$ cat config.mk
export PLATFORM = sky130hd
export DESIGN_NAME = daq_gearbox_fifo_flat
export DESIGN_NICKNAME = d
export VERILOG_FILES = /design/src/rtl/daq_gearbox_fifo_if.sv /design/src/rtl/daq_gearbox_fifo.sv /design/src/flat_wrapper.sv
export SDC_FILE = /design/constraint.sdc
export NUM_CORES = 1
export LEC_CHECK = 0
export BUFFER_PORTS_ARGS = -buffer_cell sky130_fd_sc_hd__buf_2
export CORE_MARGIN = 4
export CORE_UTILIZATION = 55
export DETAILED_ROUTE_END_ITERATION = 7
export GPL_ROUTABILITY_DRIVEN = 0
export PLACE_DENSITY_LB_ADDON = 0.15
export SETUP_SLACK_MARGIN = 0.02
export SLEW_MARGIN = 30
export SYNTH_ARGS = -nofsm -noshare
export SYNTH_HDL_FRONTEND = slang
export SYNTH_SLANG_ARGS = --single-unit
$ cat constraint.sdc
create_clock -name clk -period 3.2 [get_ports clk]
set_clock_uncertainty 0.15 [all_clocks]
set_input_delay 0.48 -clock clk [delete_from_list [all_inputs] [get_ports clk]]
set_output_delay 0.48 -clock clk [all_outputs]
set_load 0.02 [all_outputs]
$ cat src/rtl/daq_gearbox_fifo_if.sv
// daq_gearbox_fifo_if: handshake/status bundle for the width-converting DAQ FIFO
//  clear                sync flush (master -> fifo)
//  data, wrreq          write word and request (master -> fifo)
//  rdreq                pop one lane (master -> fifo)
//  q                    show-ahead head lane (fifo -> master)
//  wrfull, almost_full  write-side status (fifo -> master)
//  rdempty, almost_empty read-side status (fifo -> master)
//  usedw                words held, including a partially read head word
//  wr_ovf, rd_udf       sticky error flags, only with DAQ_GEARBOX_FIFO_ERR_EN defined
interface daq_gearbox_fifo_if #(
  parameter int RD_WIDTH      = 8,
  parameter int RATIO         = 2,
  parameter int ADDRESS_WIDTH = 6
);
  logic                        clear;
  logic [RD_WIDTH*RATIO-1:0]   data;
  logic                        wrreq;
  logic                        wrfull;
  logic                        almost_full;
  logic [RD_WIDTH-1:0]         q;
  logic                        rdreq;
  logic                        rdempty;
  logic                        almost_empty;
  logic [ADDRESS_WIDTH:0]      usedw;
`ifdef DAQ_GEARBOX_FIFO_ERR_EN
  logic                        wr_ovf;
  logic                        rd_udf;
  modport master (output clear, data, wrreq, rdreq,
                  input wrfull, almost_full, q, rdempty, almost_empty, usedw, wr_ovf, rd_udf);
  modport slave  (input clear, data, wrreq, rdreq,
                  output wrfull, almost_full, q, rdempty, almost_empty, usedw, wr_ovf, rd_udf);
`else
  modport master (output clear, data, wrreq, rdreq,
                  input wrfull, almost_full, q, rdempty, almost_empty, usedw);
  modport slave  (input clear, data, wrreq, rdreq,
                  output wrfull, almost_full, q, rdempty, almost_empty, usedw);
`endif
endinterface

$ cat src/rtl/daq_gearbox_fifo.sv
// daq_gearbox_fifo: single-clock FIFO, RATIO-lane words in, one RD_WIDTH lane out per read
//  clk    single clock, posedge
//  rst_n  asynchronous active-low reset
//  bus    daq_gearbox_fifo_if.slave: clear, data/wrreq/wrfull/almost_full,
//         q/rdreq/rdempty/almost_empty, usedw
//  Optional: define DAQ_GEARBOX_FIFO_ERR_EN for sticky wr_ovf/rd_udf flags on the bus.
module daq_gearbox_fifo #(
  parameter int RD_WIDTH      = 8,
  parameter int RATIO         = 2,
  parameter int ADDRESS_WIDTH = 6,
  parameter int AFULL_LEVEL   = 56,
  parameter int AEMPTY_LEVEL  = 4,
  parameter int MSB_FIRST     = 1
) (
  input logic            clk,
  input logic            rst_n,
  daq_gearbox_fifo_if.slave bus
);
  localparam int WR_WIDTH = RD_WIDTH * RATIO;
  localparam int DEPTH    = 1 << ADDRESS_WIDTH;
  localparam int LW       = $clog2(RATIO);
  localparam logic [ADDRESS_WIDTH:0] FULL_CNT  = (ADDRESS_WIDTH+1)'(DEPTH);
  localparam logic [ADDRESS_WIDTH:0] AF_CNT    = (ADDRESS_WIDTH+1)'(AFULL_LEVEL);
  localparam logic [ADDRESS_WIDTH:0] AE_CNT    = (ADDRESS_WIDTH+1)'(AEMPTY_LEVEL);
  localparam logic [LW-1:0]          LAST_LANE = LW'(RATIO - 1);
  logic [WR_WIDTH-1:0]      mem [DEPTH];
  logic [ADDRESS_WIDTH-1:0] wptr, rptr;
  logic [LW-1:0]            lane, sel;
  logic [ADDRESS_WIDTH:0]   cnt, cnt_nxt;
  logic [WR_WIDTH-1:0]      word;
  logic                     do_wr, do_rd, last;
  assign do_wr   = bus.wrreq & ~bus.wrfull;
  assign do_rd   = bus.rdreq & ~bus.rdempty;
  // a word is only freed when its final lane is popped
  assign last    = do_rd & (lane == LAST_LANE);
  assign cnt_nxt = bus.clear ? '0 : cnt + {{ADDRESS_WIDTH{1'b0}}, do_wr} - {{ADDRESS_WIDTH{1'b0}}, last};
  assign bus.usedw = cnt;
  assign word  = mem[rptr];
  assign sel   = (MSB_FIRST != 0) ? LAST_LANE - lane : lane;
  assign bus.q = word[sel*RD_WIDTH +: RD_WIDTH];
  always_ff @(posedge clk)
    if (do_wr & ~bus.clear) mem[wptr] <= bus.data;
  always_ff @(posedge clk or negedge rst_n) begin
    if (!rst_n) begin
      wptr             <= '0;
      rptr             <= '0;
      lane             <= '0;
      cnt              <= '0;
      bus.wrfull       <= 1'b0;
      bus.rdempty      <= 1'b1;
      bus.almost_empty <= 1'b1;
      bus.almost_full  <= (AFULL_LEVEL == 0);
    end else begin
      cnt              <= cnt_nxt;
      bus.wrfull       <= cnt_nxt == FULL_CNT;
      bus.rdempty      <= cnt_nxt == '0;
      bus.almost_full  <= cnt_nxt >= AF_CNT;
      bus.almost_empty <= cnt_nxt <= AE_CNT;
      if (bus.clear) begin
        wptr <= '0;
        rptr <= '0;
        lane <= '0;
      end else begin
        if (do_wr) wptr <= wptr + 1'b1;
        if (do_rd) lane <= last ? '0 : lane + 1'b1;
        if (last)  rptr <= rptr + 1'b1;
      end
    end
  end
`ifdef DAQ_GEARBOX_FIFO_ERR_EN
  always_ff @(posedge clk or negedge rst_n) begin
    if (!rst_n) begin
      bus.wr_ovf <= 1'b0;
      bus.rd_udf <= 1'b0;
    end else if (bus.clear) begin
      bus.wr_ovf <= 1'b0;
      bus.rd_udf <= 1'b0;
    end else begin
      if (bus.wrreq & bus.wrfull)  bus.wr_ovf <= 1'b1;
      if (bus.rdreq & bus.rdempty) bus.rd_udf <= 1'b1;
    end
  end
`endif
endmodule

$ cat src/flat_wrapper.sv
// flat-port wrapper written by rule: the top's interface ports become plain ports
module daq_gearbox_fifo_flat 
#(
  parameter int RD_WIDTH      = 8,
  parameter int RATIO         = 2,
  parameter int ADDRESS_WIDTH = 6,
  parameter int AFULL_LEVEL   = 56,
  parameter int AEMPTY_LEVEL  = 4,
  parameter int MSB_FIRST     = 1
)
  (clk, rst_n, bus_clear, bus_data, bus_wrreq, bus_rdreq, bus_wrfull, bus_almost_full, bus_q, bus_rdempty, bus_almost_empty, bus_usedw);
  daq_gearbox_fifo_if #(.RD_WIDTH(RD_WIDTH), .RATIO(RATIO), .ADDRESS_WIDTH(ADDRESS_WIDTH)) bus_i ();
  input logic clk;
  input logic rst_n;
  input wire logic [$bits(bus_i.clear)-1:0] bus_clear;
  input wire logic [$bits(bus_i.data)-1:0] bus_data;
  input wire logic [$bits(bus_i.wrreq)-1:0] bus_wrreq;
  input wire logic [$bits(bus_i.rdreq)-1:0] bus_rdreq;
  output wire logic [$bits(bus_i.wrfull)-1:0] bus_wrfull;
  output wire logic [$bits(bus_i.almost_full)-1:0] bus_almost_full;
  output wire logic [$bits(bus_i.q)-1:0] bus_q;
  output wire logic [$bits(bus_i.rdempty)-1:0] bus_rdempty;
  output wire logic [$bits(bus_i.almost_empty)-1:0] bus_almost_empty;
  output wire logic [$bits(bus_i.usedw)-1:0] bus_usedw;
  assign bus_i.clear = bus_clear;
  assign bus_i.data = bus_data;
  assign bus_i.wrreq = bus_wrreq;
  assign bus_i.rdreq = bus_rdreq;
  assign bus_wrfull = bus_i.wrfull;
  assign bus_almost_full = bus_i.almost_full;
  assign bus_q = bus_i.q;
  assign bus_rdempty = bus_i.rdempty;
  assign bus_almost_empty = bus_i.almost_empty;
  assign bus_usedw = bus_i.usedw;
  daq_gearbox_fifo #(.RD_WIDTH(RD_WIDTH), .RATIO(RATIO), .ADDRESS_WIDTH(ADDRESS_WIDTH), .AFULL_LEVEL(AFULL_LEVEL), .AEMPTY_LEVEL(AEMPTY_LEVEL), .MSB_FIRST(MSB_FIRST)) u_core (.clk(clk), .rst_n(rst_n), .bus(bus_i));
endmodule
==> flow_summary.json <==
{
  "outcome": "complete, but fails checks",
  "violations": "setup timing",
  "min_period_ns": 4.00,
  "clk-insertion-delay-late_ns": 0.66,
  "h-tree-depth": 3,
  "fmax_mhz": 250,
  "maxCapViolations": 0,
  "synth_commonest_cells": "1024 x edfxtp_1, 192 x mux4_2, 191 x mux2i_1, 86 x nor2_1, 68 x a21oi_1",
  "synth.area.top_cells": "edfxtp_1 75%, mux4_2 11%, mux2i_1 4.7%",
  "routed_wl_um": 102000,
  "initial_utilization_pct": 55.7,
  "fin_util_pct": 66.2,
  "worst_pin_slew_ns": 0.897,
  "synthMuxAreaShare_pct": 15.3,
  "std_cell_rows": 99,
  "slew-limit-headroom_pct": 39.8,
  "place_area_um2": 44000,
  "fin_ws_ns": -0.799,
  "finalHoldViolations": 0,
  "crit_type": "flip-flop to output port",
  "drtAntennaViolNets": 0,
  "drive_gt1_share_pct": 32.2,
  "cp_max_fo": 6,
  "groute.usage.overall_pct": 26.2,
  "min_path_type": "input port to flip-flop",
  "cts_tree": "built",
  "power_density_nw_per_um2": 623,
  "setup_viol": 8,
  "cts_buffer_depth": 3,
  "area_growth_pct": 18.8,
  "slowest_delay_ns": 0.52,
  "via_count": 21500,
  "synth_top_family_by_area": "multiplexers",
  "worst_path_dominant_cell_family": "buffers and inverters",
  "drt_iter0_drc": 2735,
  "grt_overflow": 0,
  "place_hpwl_um": 60600,
  "drc_errors": 0,
  "antenna_found_initial": 3,
  "synth_enable_flop_cells": 1024,
  "yosys_most_used_dff": "edfxtp_1",
  "synth-seq-cells": 1048,
  "path_buf_inv": 5,
  "synth_xor_xnor_area_share_pct": 0.258,
  "hold_ws_ns": 0.159,
  "crit_arrival_ns": 3.37,
  "nets": 2354,
  "peakVddDrop_mv": 0.520,
  "clock_sinks": 1048,
  "dieArea_um2": 78600,
  "first_global_vias": 21200,
  "wl_per_cell_um": 30.1,
  "synthSimpleGateAreaFrac_pct": 2.17,
  "cts_made_buffers": 103,
  "yosysMostFrequentCell": "edfxtp_1",
  "synth_warnings": 0,
  "p_leak_nw": 15.3,
  "path_cells": "buf_12 > buf_12 > buf_12 > mux4_2 > a21oi_2 > buf_6 > o21ai_1 > nand3_2 > nand4_1 > buf_4",
  "synth_top_cell_area_share_pct": 75.4,
  "io_buffers": 39,
  "crit_path_start_kind": "flip-flop",
  "rsz0062_at_grt": "yes",
  "synth_area_um2": 40800,
  "root_buffer": "clkbuf_16",
  "crit_path_top_delay_cell": "mux4_2",
  "instances_no_fill": 3374,
  "stdcell_area_um2": 48500,
  "boundaryPins": 40,
  "syn_nets": 2013,
  "clk_pin_slew_worst_paths_ns": 0.06,
  "syn_avg_cell_area_um2": 20.6,
  "grt_pass1_wl_um": 149000,
  "synth_cell_types": 49,
  "placed_cells": 3133,
  "synth_compound_area_share_pct": 3.48,
  "crit_required_ns": 2.57,
  "drv_slew": 0,
  "end_kind": "output port",
  "syn_inst": 1982,
  "grt_max_degree": 65,
  "viasPerCell": 6.36,
  "total_power_mw": 30.2,
  "place_ws_ns": -0.411,
  "die_y_um": 280,
  "drt-pass1-iter-count": 6,
  "die-width_um": 280,
  "core_um2": 73200,
  "synth_area_leader_cell": "edfxtp_1",
  "period_share_pct": 125,
  "async_reset_ff_share_pct": 2.29,
  "synthAdderAreaFrac_pct": 0.325,
  "crit_top_cell": "buf_12",
  "ys_seq_area_share_pct": 76.8,
  "fin_setup_tns_ns": -5.56
}
==> final timing paths <==
check                      cells after the start  slack (ns)                from                      to
max                                           10       -0.80      u_core.rptr[0]                bus_q[1]
min                                            1        0.16        bus_data[12]      u_core.mem[29][12]
max reg2reg                                   16        0.16  u_core.bus.rdempty      u_core.bus.rdempty
min reg2reg                                    3        0.59         u_core.lane             u_core.lane
max in group asynchronous                      2        2.19               rst_n          u_core.rptr[2]
min in group asynchronous                      2        0.23               rst_n  u_core.bus.almost_full
==> registers in the layout, indices dropped and copies added (netlist names), 6 cells and up <==
name / cells
u_core.rptr: 6
u_core.mem: 1024
u_core.bus.usedw: 7
u_core.wptr: 6
==> per-layer routing <==
layer  wire [um]  vias to the layer above  track usage, %
met3        9240                      141            4.39
li1            -                     8932               -
met5          13                        -               0
met2       47500                     1033            39.8
met1       42400                    11300            40.2
met4        2550                        2            7.67
==> area by class of cell <==
| type | count | area, um^2 |
|---|---|---|
| antenna | 2 | 5.00 |
| clock buffer | 126 | 2690 |
| clock inverter | 69 | 566 |
| fill | 4749 | 24700 |
| inverter | 15 | 56.3 |
| multi-input combinational | 806 | 9250 |
| sequential | 1048 | 31400 |
| tap | 959 | 1200 |
| timing repair buffer | 349 | 3360 |
==> cells by family after synthesis <==
kind of cell    count (synthesis)
flops                        1048
mux                           384
compound gates                210
simple gates                  190
buf+inv                       128
xor+xnor                       12
fa+ha+maj                      10
==> layout by cell type (no fill, tap or decap), drive strengths merged, types with 3 or more instances in the layout <==
cell and instances:
ha 9, mux4 192, o221ai 61, nor3 6
nand3 40, a2111oi 3, nor2 86, xor2 6
nor2b 10, inv 18, or2 3, a21oi 68
bufinv 7, nand4 10, dlygate4sd3 3, edfxtp 1024
o21ai 36, nor3b 3, buf 343, a22oi 29
mux2i 191, clkinvlp 8, dfrtp 22, xnor2 6
nand3b 3, clkinv 51, nand2 19, clkbuf 127
nand2b 4
==> timing repair <==
| action | 4_1_cts | 5_1_grt |
|---|---|---|
| endpoints found under the setup margin | 9 | 12 |
| hold buffers | 3 | 0 |
| pin swaps | 19 | 24 |
| gates cloned | 9 | 1 |
| setup buffers | 23 | 9 |
| endpoints found under the hold margin | 26 | 0 |
| resized for setup | 67 | 78 |
==> power breakdown <==
group	total [mW]	internal (mW)	switching (mW)
Sequential	15.2	15.2	0.0658
Clock	11.6	6.55	5.07
Combinational	3.34	1.60	1.74
Note: power is estimated with default switching activity, not from simulation.
